===== src/rtl/uart_rx.sv =====
// UART receiver: start-bit validation, mid-bit LSB-first data sampling, optional parity, stop check.
// Optional two-flop input synchronizer enabled by defining UART_RX_SYNC_EN.
module uart_rx #(
    parameter int unsigned BAUD              = 9600,
    parameter int unsigned clk_freq          = 50_000_000,
    parameter int unsigned oversampling_rate = 16,
    parameter int unsigned data_wd           = 8,
    parameter int unsigned parity            = 1
) (
    input  logic               clk,
    input  logic               rst,
    input  logic               rx,
    input  logic               tick,
    output logic [data_wd-1:0] dout,
    output logic               rx_done,
    output logic               rx_busy,
    output logic               parity_err,
    output logic               frame_err
);

    localparam int unsigned TC_W   = $clog2(oversampling_rate);
    localparam int unsigned BI_W   = $clog2(data_wd + 1);
    localparam bit          PAR_EN = (parity == 1) || (parity == 2);

    // Baud and clock rates only document the intended setup; an empty block marks a bad pairing.
    if (clk_freq < BAUD * oversampling_rate) begin : g_rate_out_of_range
    end

    typedef enum logic [5:0] {
        IDLE   = 6'b000001,
        START  = 6'b000010,
        DATA   = 6'b000100,
        PARITY = 6'b001000,
        STOP   = 6'b010000,
        DONE   = 6'b100000
    } state_t;

    state_t              state, state_n;
    logic [TC_W-1:0]     tick_cnt, tick_cnt_n;
    logic [BI_W-1:0]     bit_idx, bit_idx_n;
    logic [data_wd-1:0]  shreg, shreg_n;
    logic                perr, perr_n;
    logic                armed, armed_n;
    logic [data_wd-1:0]  dout_n;
    logic                rx_done_n, rx_busy_n, parity_err_n, frame_err_n;
    logic                rx_s;
    logic                last_tick;

`ifdef UART_RX_SYNC_EN
    logic [1:0] sync_q;

    always_ff @(posedge clk or posedge rst) begin
        if (rst) sync_q <= 2'b11;
        else     sync_q <= {sync_q[0], rx};
    end

    assign rx_s = sync_q[1];
`else
    assign rx_s = rx;
`endif

    assign last_tick = tick && (tick_cnt == TC_W'(oversampling_rate - 1));

    // Next-state, datapath and registered-output logic.
    always_comb begin
        state_n      = state;
        tick_cnt_n   = tick_cnt;
        bit_idx_n    = bit_idx;
        shreg_n      = shreg;
        perr_n       = perr;
        armed_n      = armed | rx_s;
        dout_n       = dout;
        rx_done_n    = 1'b0;
        parity_err_n = parity_err;
        frame_err_n  = frame_err;

        case (state)
            IDLE: begin
                if (!rx_s && armed) begin
                    state_n   = START;
                    bit_idx_n = '0;
                end
            end
            START: begin
                if (tick && (tick_cnt == TC_W'(oversampling_rate / 2 - 1)))
                    state_n = rx_s ? IDLE : DATA;
            end
            DATA: begin
                if (last_tick) begin
                    for (int i = 0; i < int'(data_wd); i++)
                        if (bit_idx == BI_W'(i)) shreg_n[i] = rx_s;
                    bit_idx_n = bit_idx + 1'b1;
                    if (bit_idx == BI_W'(data_wd - 1))
                        state_n = PAR_EN ? PARITY : STOP;
                end
            end
            PARITY: begin
                if (last_tick) begin
                    perr_n  = (parity == 1) ? ~(^{shreg, rx_s}) : (^{shreg, rx_s});
                    state_n = STOP;
                end
            end
            STOP: begin
                // Outputs load here so they change together with rx_done.
                if (last_tick) begin
                    state_n      = DONE;
                    rx_done_n    = 1'b1;
                    dout_n       = shreg;
                    parity_err_n = perr;
                    frame_err_n  = ~rx_s;
                    if (!rx_s) armed_n = 1'b0;
                end
            end
            DONE:    state_n = IDLE;
            default: state_n = IDLE;
        endcase

        if (state_n != state)
            tick_cnt_n = '0;
        else if (tick && (state != IDLE) && (state != DONE))
            tick_cnt_n = tick_cnt + 1'b1;

        rx_busy_n = (state_n != IDLE);
    end

    // State and output registers.
    always_ff @(posedge clk or posedge rst) begin
        if (rst) begin
            state      <= IDLE;
            tick_cnt   <= '0;
            bit_idx    <= '0;
            shreg      <= '0;
            perr       <= 1'b0;
            armed      <= 1'b1;
            dout       <= '0;
            rx_done    <= 1'b0;
            rx_busy    <= 1'b0;
            parity_err <= 1'b0;
            frame_err  <= 1'b0;
        end else begin
            state      <= state_n;
            tick_cnt   <= tick_cnt_n;
            bit_idx    <= bit_idx_n;
            shreg      <= shreg_n;
            perr       <= perr_n;
            armed      <= armed_n;
            dout       <= dout_n;
            rx_done    <= rx_done_n;
            rx_busy    <= rx_busy_n;
            parity_err <= parity_err_n;
            frame_err  <= frame_err_n;
        end
    end

endmodule


===== config.mk =====
export PLATFORM = sky130hd
export DESIGN_NAME = uart_rx
export DESIGN_NICKNAME = d
export VERILOG_FILES = /design/src/rtl/uart_rx.sv
export SDC_FILE = /design/constraint.sdc
export NUM_CORES = 1
export LEC_CHECK = 0
export ABC_AREA = 0
export CAP_MARGIN = 30
export CORE_ASPECT_RATIO = 0.75
export CORE_UTILIZATION = 45
export CTS_CLUSTER_DIAMETER = 60
export DETAILED_ROUTE_END_ITERATION = 10
export HOLD_SLACK_MARGIN = 0.03
export PLACE_DENSITY = 0.7
export SKIP_LAST_GASP = 1
export SLEW_MARGIN = 10
export SYNTH_ARGS = -nofsm -noshare
export SYNTH_HDL_FRONTEND = slang
export SYNTH_SLANG_ARGS = --single-unit

===== constraint.sdc =====
create_clock -name clk -period 2 [get_ports clk]
set_input_delay 0.4 -clock clk [delete_from_list [all_inputs] [get_ports clk]]
set_output_delay 0.4 -clock clk [all_outputs]
set_load 0.005 [all_outputs]

==> key figures, run 1 <==
CTS
  – Clock buffer depth: 2
  – H-tree lvl count: 2
  – Clk root buf: clkbuf_8
  – Skew-Pair Late Insertion Delay: 0.29 ns
  – Total of hold buffers inserted after clock tree synthesis: 0
  – Count of clock tree sinks: 36
  – Number of clock buffers inserted by TritonCTS: 5
  – Clk slew on worst S/H paths: 0.08 ns
  – TritonCTS clock tree: done

Pwr
  – Leak Pwr: 1.11 nW
  – Total power density per cell area: 774 nW/um2
  – VDD IR max: 0.000450 V
  – Power Total: 1.84 mW

Timing
  – Max Freq: 0.493 GHz
  – Count of final setup violators: 4
  – Final hold violation count: 0
  – Final max-slew violation count: 0
  – Setup WS post-layout: -0.0271 ns
  – Max_slew headroom: 55.8%
  – Worst clock skew on the final layout: 0.00846 ns
  – Post-layout minimum cycle time: 2.03 ns
  – Crit share post-route: 101%
  – Slew at the pin closest to its max-slew limit: 0.656 ns
  – Unrepaired setup endpoints after global routing: true

Floorplan
  – Number of rows created at floorplan: 20
  – Die area: 4480 um2
  – Core area: 4050 um2
  – Number of I/O pins: 16
  – Vertical die dimension: 58.2 um
  – Overall die width: 77.0 um
  – Effective utilization at floorplan: 46.8%

Critical path
  – Setup CP Type: flip-flop to flip-flop
  – Reg-to-Reg End: tick_cnt[2]$_DFFE_PP0P_
  – Worst EP arrival: 2.23 ns
  – Type of element capturing the critical path: flip-flop
  – CP endpoint: tick_cnt[2]$_DFFE_PP0P_
  – Startpoint Class: flip-flop
  – Launch point of the worst reg-to-reg path: state[3]$_DFF_PP0_
  – Worst R2R Setup Slack: -0.03 ns
  – Critical path peak fanout: 4
  – Required time of the critical path: 2.20 ns
  – Worst Reg-to-Reg Cells: 5
  – Worst setup path startpoint: state[3]$_DFF_PP0_

Finish
  – Area added between synthesis and finish: 25.3%
  – Count of nets after finishing: 221
  – Diodes inserted: 0
  – Share of cells above drive strength 1: 29.6%
  – Number of inserted filler cells in the final layout: 349
  – Storage cell area: 903 um2
  – Area of the multi-input gates: 935 um2

Global routing
  – Global-route wire length before repair: 7070 um
  – Total track usage: 20.9%
  – Maximum number of pins on one net before global-route repair: 26
  – Initial antenna violation count: 0
  – Number of global-route vias before repair: 1527
  – Total grt overflow: 0

Yosys
  – Fraction of synthesized cell area taken by the top area cell type: 44.9%
  – Part of the Yosys area used for sequential elements: 47.6%
  – Number of warning messages in the yosys log: 0
  – Register bit count reported by yosys: 36
  – Net count of the mapped netlist: 185
  – Top flip-flop cell by instance count after synthesis: dfrtp_1
  – Synth Area per Inst: 10.8 um2
  – FFs w/ async S/R, synth: 100%
  – Gate count of the mapped netlist: 176
  – Top area cells in the synthesized netlist: dfrtp_1 (45%), mux2_2 (10%), xnor2_1 (3.7%)
  – Biggest area consumer among synthesized cells: dfrtp_1
  – Synthesized cell area: 1900 um2
  – Library cells used by synthesis: 43
  – Number of enable-type register cells in the synthesized netlist: 0

Route
  – DRT iter0 DRCs: 77
  – WL/cell: 15.3 um
  – Total number of vias: 1421
  – Post-DRT Antenna Nets: 0
  – First-pass DRT Iterations: 4
  – Drt via density: 5.30
  – Remaining routing DRC violations: 0
  – WL final: 4110 um

Placed design
  – Count of input and output buffers: 15
  – Final weighted congestion of routability-driven global placement: 0.771
  – Worst setup timing slack at the placement stage: -0.153 ns
  – Detailed placement HPWL: 3000 um

Run status
  – Violated checks: negative setup slack
  – Status: complete, but fails checks

Job
  – Maximum Capacitance Violations: 0

Worst hold path
  – Worst min-delay path class: primary input to asynchronous set/reset pin
==> cell usage in the layout, fill, tap and decap left out, types with 2 or more instances in the layout <==
| cell type | synthesis | routed |
|---|---|---|
| and4b_1 | 2 | 2 |
| xnor2_1 | 8 | 8 |
| clkdlybuf4s50_1 | 0 | 15 |
| o21ai_0 | 7 | 6 |
| or4_1 | 2 | 2 |
| nand2_1 | 10 | 10 |
| nor3_2 | 0 | 3 |
| and4_1 | 2 | 2 |
| nand3_1 | 4 | 4 |
| buf_4 | 0 | 24 |
| nor2_1 | 14 | 13 |
| dfrtp_1 | 34 | 34 |
| ha_1 | 5 | 5 |
| and3_1 | 2 | 2 |
| a21oi_1 | 2 | 2 |
| nor2b_1 | 2 | 2 |
| mux2_2 | 17 | 17 |
| o21ai_2 | 0 | 2 |
| clkbuf_8 | 0 | 5 |
| inv_1 | 9 | 9 |
| dfstp_2 | 2 | 2 |
| nor4_1 | 7 | 7 |
| xor2_1 | 7 | 7 |
| o211ai_1 | 2 | 2 |
| nor3_1 | 7 | 4 |
==> power by group <==
group	internal [mW]	leakage, nW	switching [mW]
registers	0.775	0.492	0.0263
logic	0.241	0.576	0.285
clock network	0.244	0.0412	0.269
total	1.26	1.11	0.580
==> kinds of logic (layout without fill, tap and decap cells) <==
| group | after synthesis | in the layout | share of synthesized area (%) |
|---|---|---|---|
| and+or+nand+nor | 59 | 59 | 17.4 |
| DFF | 36 | 36 | 47.6 |
| AOI/OAI and AO/OA | 23 | 23 | 9.57 |
| buffers and inverters | 20 | 57 | 4.55 |
| muxes | 18 | 18 | 10.6 |
| xor gates and xnor gates | 15 | 15 | 6.93 |
| adders and majority gates | 5 | 5 | 3.30 |
==> worst min path at each step <==
stage | from | end | cells after the start
after floorplan | frame_err$_DFFE_PP0P_ | frame_err$_DFFE_PP0P_ | 2
after global placement | frame_err$_DFFE_PP0P_ | frame_err$_DFFE_PP0P_ | 2
after detailed placement | frame_err$_DFFE_PP0P_ | frame_err$_DFFE_PP0P_ | 2
after CTS | rst | perr$_DFFE_PP0P_ | 3
after global routing | rst | perr$_DFFE_PP0P_ | 3
final | rst | perr$_DFFE_PP0P_ | 3
==> per-stage QoR <==
stage               area (um2)  utilization [%]  setup TNS (ns)  hold WS [ns]  instances
floorplan                 1900                -               0         0.473        176
global placement          2250             55.6          -0.787         0.464        258
detailed placement        2250             55.6           -1.28         0.469        258
CTS                       2360             58.2         -0.0480         0.414        267
global route              2380             58.6          -0.567         0.453        268
finish                    2380             58.6         -0.0785         0.410        268
==> metal layers <==
metal / GRT usage, % / wire (um)
met5: 0 / 0
met4: 10.2 / 115
met3: 5.20 / 135
met2: 35.7 / 1930
met1: 25.0 / 1930
==> flip-flops by register name (all words and copies together), names as in the netlist <==
signal / count
armed: 1
bit_idx: 4
dout: 8
frame_err: 1
parity_err: 1
perr: 1
rx_busy: 1
rx_done: 1
shreg: 8
state: 6
tick_cnt: 4
==> layout make-up <==
type                    instances  share of cell area [%]
multi-input cells             120                    39.3
flip-flops and latches         36                    38.0
well taps                      55                    2.90
repair buffers                 40                    14.7
clock inverters                 2                   0.527
clock buffers                   6                    3.05
inverters                       9                    1.42
==> worst max-delay path: stages (launching register included) <==
cell and delay, ns:
dfrtp_1 0.42, or4b_4 0.54, or4_4 0.54, o31ai_4 0.10, o2111ai_4 0.18, nor3_2 0.16
==> cells in the mapped netlist, types with 4 or more instances <==
master    number
xor2_1         7
nand3_1        4
ha_1           5
nand2_1       10
dfrtp_1       34
inv_1          9
nor2_1        14
mux2_2        17
xnor2_1        8
nor4_1         7
clkbuf_1       7
o21ai_0        7
nor3_1         7
==> what timing repair did <==
item | 4_1_cts | 5_1_grt
endpoints found under the setup margin | 5 | 11
gates resized for setup | 3 | 4
buffers inserted | 1 | 1
pin swaps | 1 | 3
(Power assumes the default switching activity.)
==> inputs of run 2 (changes only) <==
--- a/config.mk
+++ b/config.mk
@@ -18,3 +18,4 @@
 export SYNTH_ARGS = -nofsm -noshare
 export SYNTH_HDL_FRONTEND = slang
 export SYNTH_SLANG_ARGS = --single-unit
+export TNS_END_PERCENT = 10
==> run 2 against run 1 <==
Net effect:
- the flow still finishes with violations (negative setup slack)
- final area down 0.68%
- critical path type unchanged
- hold slack worse by 0.0039 ns
- critical path depth unchanged
- combinational power down 4.2%
- maximum frequency down 0.39%
- register-to-register slack about the same
- via count down 1.4%
==> key figures, run 2 (same netlist as run 1, synthesis figures left out) <==
Run status
  – Status: complete, but fails checks
  – Violated checks: negative setup slack

Route
  – WL/cell: 15.1 um (-1.8%)
  – WL final: 4020 um (-2.2%)
  – DRT iter0 DRCs: 43 (-44%)
  – First-pass DRT Iterations: 4 (unchanged)
  – Post-DRT Antenna Nets: 0 (unchanged)
  – Remaining routing DRC violations: 0 (unchanged)
  – Drt via density: 5.25 (-1.0%)
  – Total number of vias: 1401 (-1.4%)

CTS
  – Clk root buf: clkbuf_8
  – Number of clock buffers inserted by TritonCTS: 5 (unchanged)
  – H-tree lvl count: 2 (unchanged)
  – Clk slew on worst S/H paths: 0.08 ns (about the same)
  – TritonCTS clock tree: done
  – Count of clock tree sinks: 36 (unchanged)
  – Total of hold buffers inserted after clock tree synthesis: 0 (unchanged)
  – Clock buffer depth: 2 (unchanged)
  – Skew-Pair Late Insertion Delay: 0.29 ns (about the same)

Floorplan
  – Core area: 4050 um2 (unchanged)
  – Vertical die dimension: 58.2 um (unchanged)
  – Effective utilization at floorplan: 46.8% (unchanged)
  – Overall die width: 77.0 um (unchanged)
  – Number of I/O pins: 16 (unchanged)
  – Number of rows created at floorplan: 20 (unchanged)
  – Die area: 4480 um2 (unchanged)

Critical path
  – Type of element capturing the critical path: flip-flop
  – Startpoint Class: flip-flop
  – Worst EP arrival: 2.24 ns (about the same)
  – Launch point of the worst reg-to-reg path: state[3]$_DFF_PP0_
  – Setup CP Type: flip-flop to flip-flop
  – Delay-heaviest family, CP: simple AND/OR/NAND/NOR gates
  – Standard cell with the maximum stage delay on the critical path: or4b_4
  – Required time of the critical path: 2.20 ns (about the same)
  – Worst R2R Setup Slack: -0.03 ns (about the same)
  – Slowest stage delay, CP: 0.55 ns (about the same)
  – Reg-to-Reg End: tick_cnt[2]$_DFFE_PP0P_
  – List of cells traversed by the critical path: or4b_4 -> or4_4 -> o31ai_4 -> o2111ai_4 -> nor3_2
  – Sum of buffers and inverters on the critical path: 0 (unchanged)
  – Critical path peak fanout: 4 (unchanged)
  – Worst Reg-to-Reg Cells: 5 (unchanged)

Timing
  – Sum of negative setup slack: -0.110 ns (-0.0313 ns)
  – Final hold violation count: 0 (unchanged)
  – Count of final setup violators: 4 (unchanged)
  – Post-layout minimum cycle time: 2.03 ns (+0.00787 ns)
  – Slew at the pin closest to its max-slew limit: 0.652 ns (-0.00444 ns)
  – Max Freq: 0.491 GHz (-0.39%)
  – Worst clock skew on the final layout: 0.00800 ns (-0.000455 ns)
  – Crit share post-route: 102% (+0.39 points)
  – Unrepaired setup endpoints after global routing: true
  – Max_slew headroom: 56.1% (+0.30 points)
  – Hold_ws: 0.407 ns (-0.00393 ns)
  – Final max-slew violation count: 0 (unchanged)
  – Setup WS post-layout: -0.0350 ns (-0.00787 ns)

Finish
  – Count of nets after finishing: 220 (-0.45%)
  – Final core utilization: 58.2% (-0.40 points)
  – Most common cell after layout, fill and taps aside: dfrtp_1
  – Final instance area: 2360 um2 (-0.68%)
  – Share of cells above drive strength 1: 27.8% (-1.7 points)
  – Highest-count cells in the layout ignoring fill and taps: dfrtp_1 (34), buf_4 (23), mux2_2 (17)
  – Diodes inserted: 0 (unchanged)
  – Cell Count, Final, Fillers Out: 267 (-0.37%)
  – Area added between synthesis and finish: 24.4%
  – Largest registers in the final layout: dout (8), shreg (8), state (6)

Pwr
  – Switching Fraction: 31.3% (-0.18 points)
  – VDD IR max: 0.000458 V (+1.8%)
  – Sw power: 0.570 mW (-1.7%)
  – Part of the total power dissipated in sequential elements: 44.1% (+0.5 points)
  – Internal power consumption: 1.25 mW (-0.85%)
  – Total power density per cell area: 771 nW/um2 (-0.42%)
  – Share of total power in combinational logic: 27.7% (-0.9 points)
  – Portion of total power attributed to the clock network: 28.2% (+0.4 points)
  – Leak Pwr: 1.10 nW (-0.55%)
  – Power Total: 1.82 mW (-1.1%)

Job
  – Maximum Capacitance Violations: 0 (unchanged)

Global routing
  – Initial antenna violation count: 0 (unchanged)
  – Total grt overflow: 0 (unchanged)
  – Total track usage: 20.7% (-0.17 points)
  – Maximum number of pins on one net before global-route repair: 26 (unchanged)
  – Number of global-route vias before repair: 1498 (-1.9%)
  – Global-route wire length before repair: 7000 um (-0.98%)

Worst hold path
  – Worst min-delay path class: primary input to asynchronous set/reset pin

Placed design
  – Cell area after placement: 2250 um2 (unchanged)
  – Worst setup timing slack at the placement stage: -0.153 ns (unchanged)
  – Post-Place Cells: 258 (unchanged)
  – Final weighted congestion of routability-driven global placement: 0.771 (unchanged)
  – Count of input and output buffers: 15 (unchanged)
  – Detailed placement HPWL: 3000 um (unchanged)
[run 2: cell count changes in the layout (fill, tap and decap cells not counted)]
cell     previous run  this run
nor2_1             13        14
buf_4              24        23
nor2_2              1         0
o21ai_2             2         1
or3b_1              0         1
o21ai_0             6         7
or3b_4              1         0
[run 2: cell type report]
cell class | instances | area [um2]
Tap cell | 55 | 68.8
Clock buffer | 6 | 72.6
Clock inverter | 2 | 12.5
Inverter | 9 | 33.8
Fill cell | 350 | 1690
Timing Repair Buffer | 39 | 343
Multi-Input combinational cell | 120 | 926
Sequential cell | 36 | 903
[run 2: metal layers]
| layer | wire [um] | track usage [%] | up-vias |
|---|---|---|---|
| met3 | 130 | 5.04 | 11 |
| li1 | - | - | 688 |
| met2 | 1930 | 35.6 | 28 |
| met5 | 0 | 0 | - |
| met1 | 1870 | 25.0 | 674 |
| met4 | 93 | 9.43 | 0 |
[run 2: power groups by stage]
stage,combinational (mW),clock [mW],sequential [mW]
after floorplan,0.318,0,0.811
after global placement,0.466,0,0.813
after detailed placement,0.485,0,0.816
after CTS,0.501,0.523,0.802
after global routing,0.555,0.557,0.806
final,0.504,0.514,0.802
[run 2: repair_timing]
action,in CTS,in global routing
setup buffers,0,1
gates cloned,0,0
pin swaps,1,3
gates resized for setup,3,0
hold endpoints to repair,0,0
setup endpoints to repair,5,11
[run 2: how the worst max path moves through the flow]
stage	start	endpoint	slack [ns]	cells after the start
after detailed placement	tick	tick_cnt[1]$_DFFE_PP0P_	-0.15	6
after floorplan	state[2]$_DFF_PP0_	tick_cnt[0]$_DFFE_PP0P_	0.01	6
after CTS	state[3]$_DFF_PP0_	tick_cnt[0]$_DFFE_PP0P_	-0.04	5
after global placement	tick	tick_cnt[2]$_DFFE_PP0P_	-0.08	6
final	state[3]$_DFF_PP0_	tick_cnt[2]$_DFFE_PP0P_	-0.03	5
after global routing	state[3]$_DFF_PP0_	tick_cnt[0]$_DFFE_PP0P_	-0.11	5
[run 2: worst min-delay path, cell delays in order]
cell and delay, ns:
clkdlybuf4s50_1 0.39, inv_1 0.06, buf_4 0.20
==> variant, RTL diff (settings of run 1) <==
Change the parameter `parity` from 1 to 0.
--- a/src/rtl/uart_rx.sv
+++ b/src/rtl/uart_rx.sv
@@ -6,5 +6,5 @@
     parameter int unsigned oversampling_rate = 16,
     parameter int unsigned data_wd           = 8,
-    parameter int unsigned parity            = 1
+    parameter int unsigned parity            = 0
 ) (
     input  logic               clk,
Formal check against the unedited RTL: no difference found for any inputs over 10 cycles, from zero or initial values and one cycle with rst high; that may be too few to reach the edited logic, so the function may still have changed.
==> variant against run 1 <==
  * Worst setup slack gained 0.20 ns
  * Clock power grew 3%
  * Synthesized cell count shrank 2.3%
  * Non-clock buffer count shrank 16
  * First-iteration DRC count grew 71%
  * Critical path depth shrank 1
  * Sequential cell count is the same
  * Clock skew shrank 0.0047 ns
  * Routed wire length shrank 13%
  * Design area shrank 5.4%
  * Count of clock-buffer cells in the layout is the same
  * Area after synthesis grew 0.86%
  * Total power shrank 2.8%
==> variant: results (changes against run 1) <==
- Status: complete, no violations (was complete, but fails checks)
- Reg2reg path depth: 4 (was 5)
- Top cells by area in the synthesized netlist: dfrtp_1 (44%), mux2_2 (11%), ha_1 (3.3%) (was dfrtp_1 (45%), mux2_2 (10%), xnor2_1 (3.7%))
- Worst hold path type: reg2reg (was in2async)
- Synth top cells by count: dfrtp_1 (34), mux2_2 (18), nor2_1 (12), nand2_1 (10), a21oi_1 (9) (was dfrtp_1 (34), mux2_2 (17), nor2_1 (14), nand2_1 (10), inv_1 (9))
- Ant diodes: 0 (unchanged)
- Grt met3 use: 4.186% (was 5.197%)
- Worst slew pin tran: 0.4466 ns (was 0.6564 ns)
- Crit path arrival time: 2.04 ns (was 2.23 ns)
- Final Cycle Share: 91.55% (was 101.4%)
- WL met3: 121 um (was 135 um)
- Crit path max-delay family: simple AND/OR/NAND/NOR gates (unchanged)
- Crit-path max cell delay: 0.68 ns (was 0.54 ns)
- Met2 routed WL: 1570 um (was 1927 um)
- Vias in the first global route: 1,319 (was 1,527)
- Fill cell total of the finished layout: 374 (was 349)
- WHS: 0.5025 ns (was 0.4104 ns)
- Crit path max fanout: 9 (was 4)
- Pwr dens: 795.1 nW/um^2 (was 774.3 nW/um^2)
- Placement Cell Area: 2156 um^2 (was 2252 um^2)
- Largest net degree at the start of global routing: 37 (was 26)
- Routed WL per cell: 14.30 um (was 15.34 um)
- Total GRT Usage: 18.38% (was 20.86%)
- Pleak: 1.014 nW (was 1.109 nW)
- FF-to-FF setup slack: 0.17 ns (was -0.03 ns)
- Met1 usage: 25.42% (was 25.00%)
- Post-CTS setup buffer count: 0 (was 1)
- Final net count: 204 (was 221)
- Sequential power share: 46.6% (was 43.6%)
- Comb. pwr: 0.427 mW (was 0.526 mW)
- Number of gates resized after cts: 0 (was 3)
- First-pass GRT wire length: 6327 um (was 7065 um)
- Post-synth cell types: 42 (was 43)
- Layout cells sized above 1: 21.94% (was 29.58%)
- Critical path endpoint: tick_cnt[0]$_DFFE_PP0P_ (was tick_cnt[2]$_DFFE_PP0P_)
- Worst Clk Skew: 0.003792 ns (was 0.008455 ns)
- P_int: 1.254 mW (was 1.260 mW)
- Register area share after synthesis: 47.22% (was 47.63%)
- Post-place setup slack: -0.05190 ns (was -0.1529 ns)
- Met1 wire length: 1823 um (was 1931 um)
- Starting DRT DRC Count: 132 (was 77)
- VDD IR-drop max: 0.0003742 V (was 0.0004495 V)
- CP max stage cell: or4b_1 (was or4b_4)
- GPL Wtd Cong: 0.8170 (was 0.7712)
- DR vias/cell: 5.386 (was 5.302)
- Hold Startpoint: frame_err$_DFFE_PP0P_
- Drt total wl: 3590 um (was 4110 um)
- H-tree depth: 2 (unchanged)
- Placed wire-length estimate: 2609 um (was 2996 um)
- Avg Cell Area, Syn: 11.12 um^2 (was 10.78 um^2)
- Synth Net Count: 181 (was 185)
- Dpl cells: 243 (was 258)
- Grt met2 use: 26.68% (was 35.71%)
## variant: cell count changes after synthesis, sizes merged, moves of 3 or more
cell    change
nand4b      +3
clkbuf      -6
nor3        -5
a21oi       +7
nand4       +3
nor4        -5
xor2        -3
nand3       -4
buf         +3
## variant: cells by family after synthesis
kind of cell | count (synthesis) | share of synthesized area (%)
compound gates | 29 | 10.79
simple gates | 54 | 16.68
buf+inv | 15 | 3.663
flops | 36 | 47.22
mux | 21 | 12.16
xor+xnor | 12 | 6.213
fa+ha+maj | 5 | 3.270
## variant: cell type report
cell class | instances | area (um^2) | share of cell area, %
sequential | 36 | 903.4 | 40.18
clock buffer | 6 | 82.58 | 3.673
timing repair buffer | 24 | 217.7 | 9.683
clock inverter | 2 | 10.01 | 0.4452
tap | 55 | 68.82 | 3.061
inverter | 7 | 26.28 | 1.169
multi-input combinational | 121 | 939.7 | 41.79
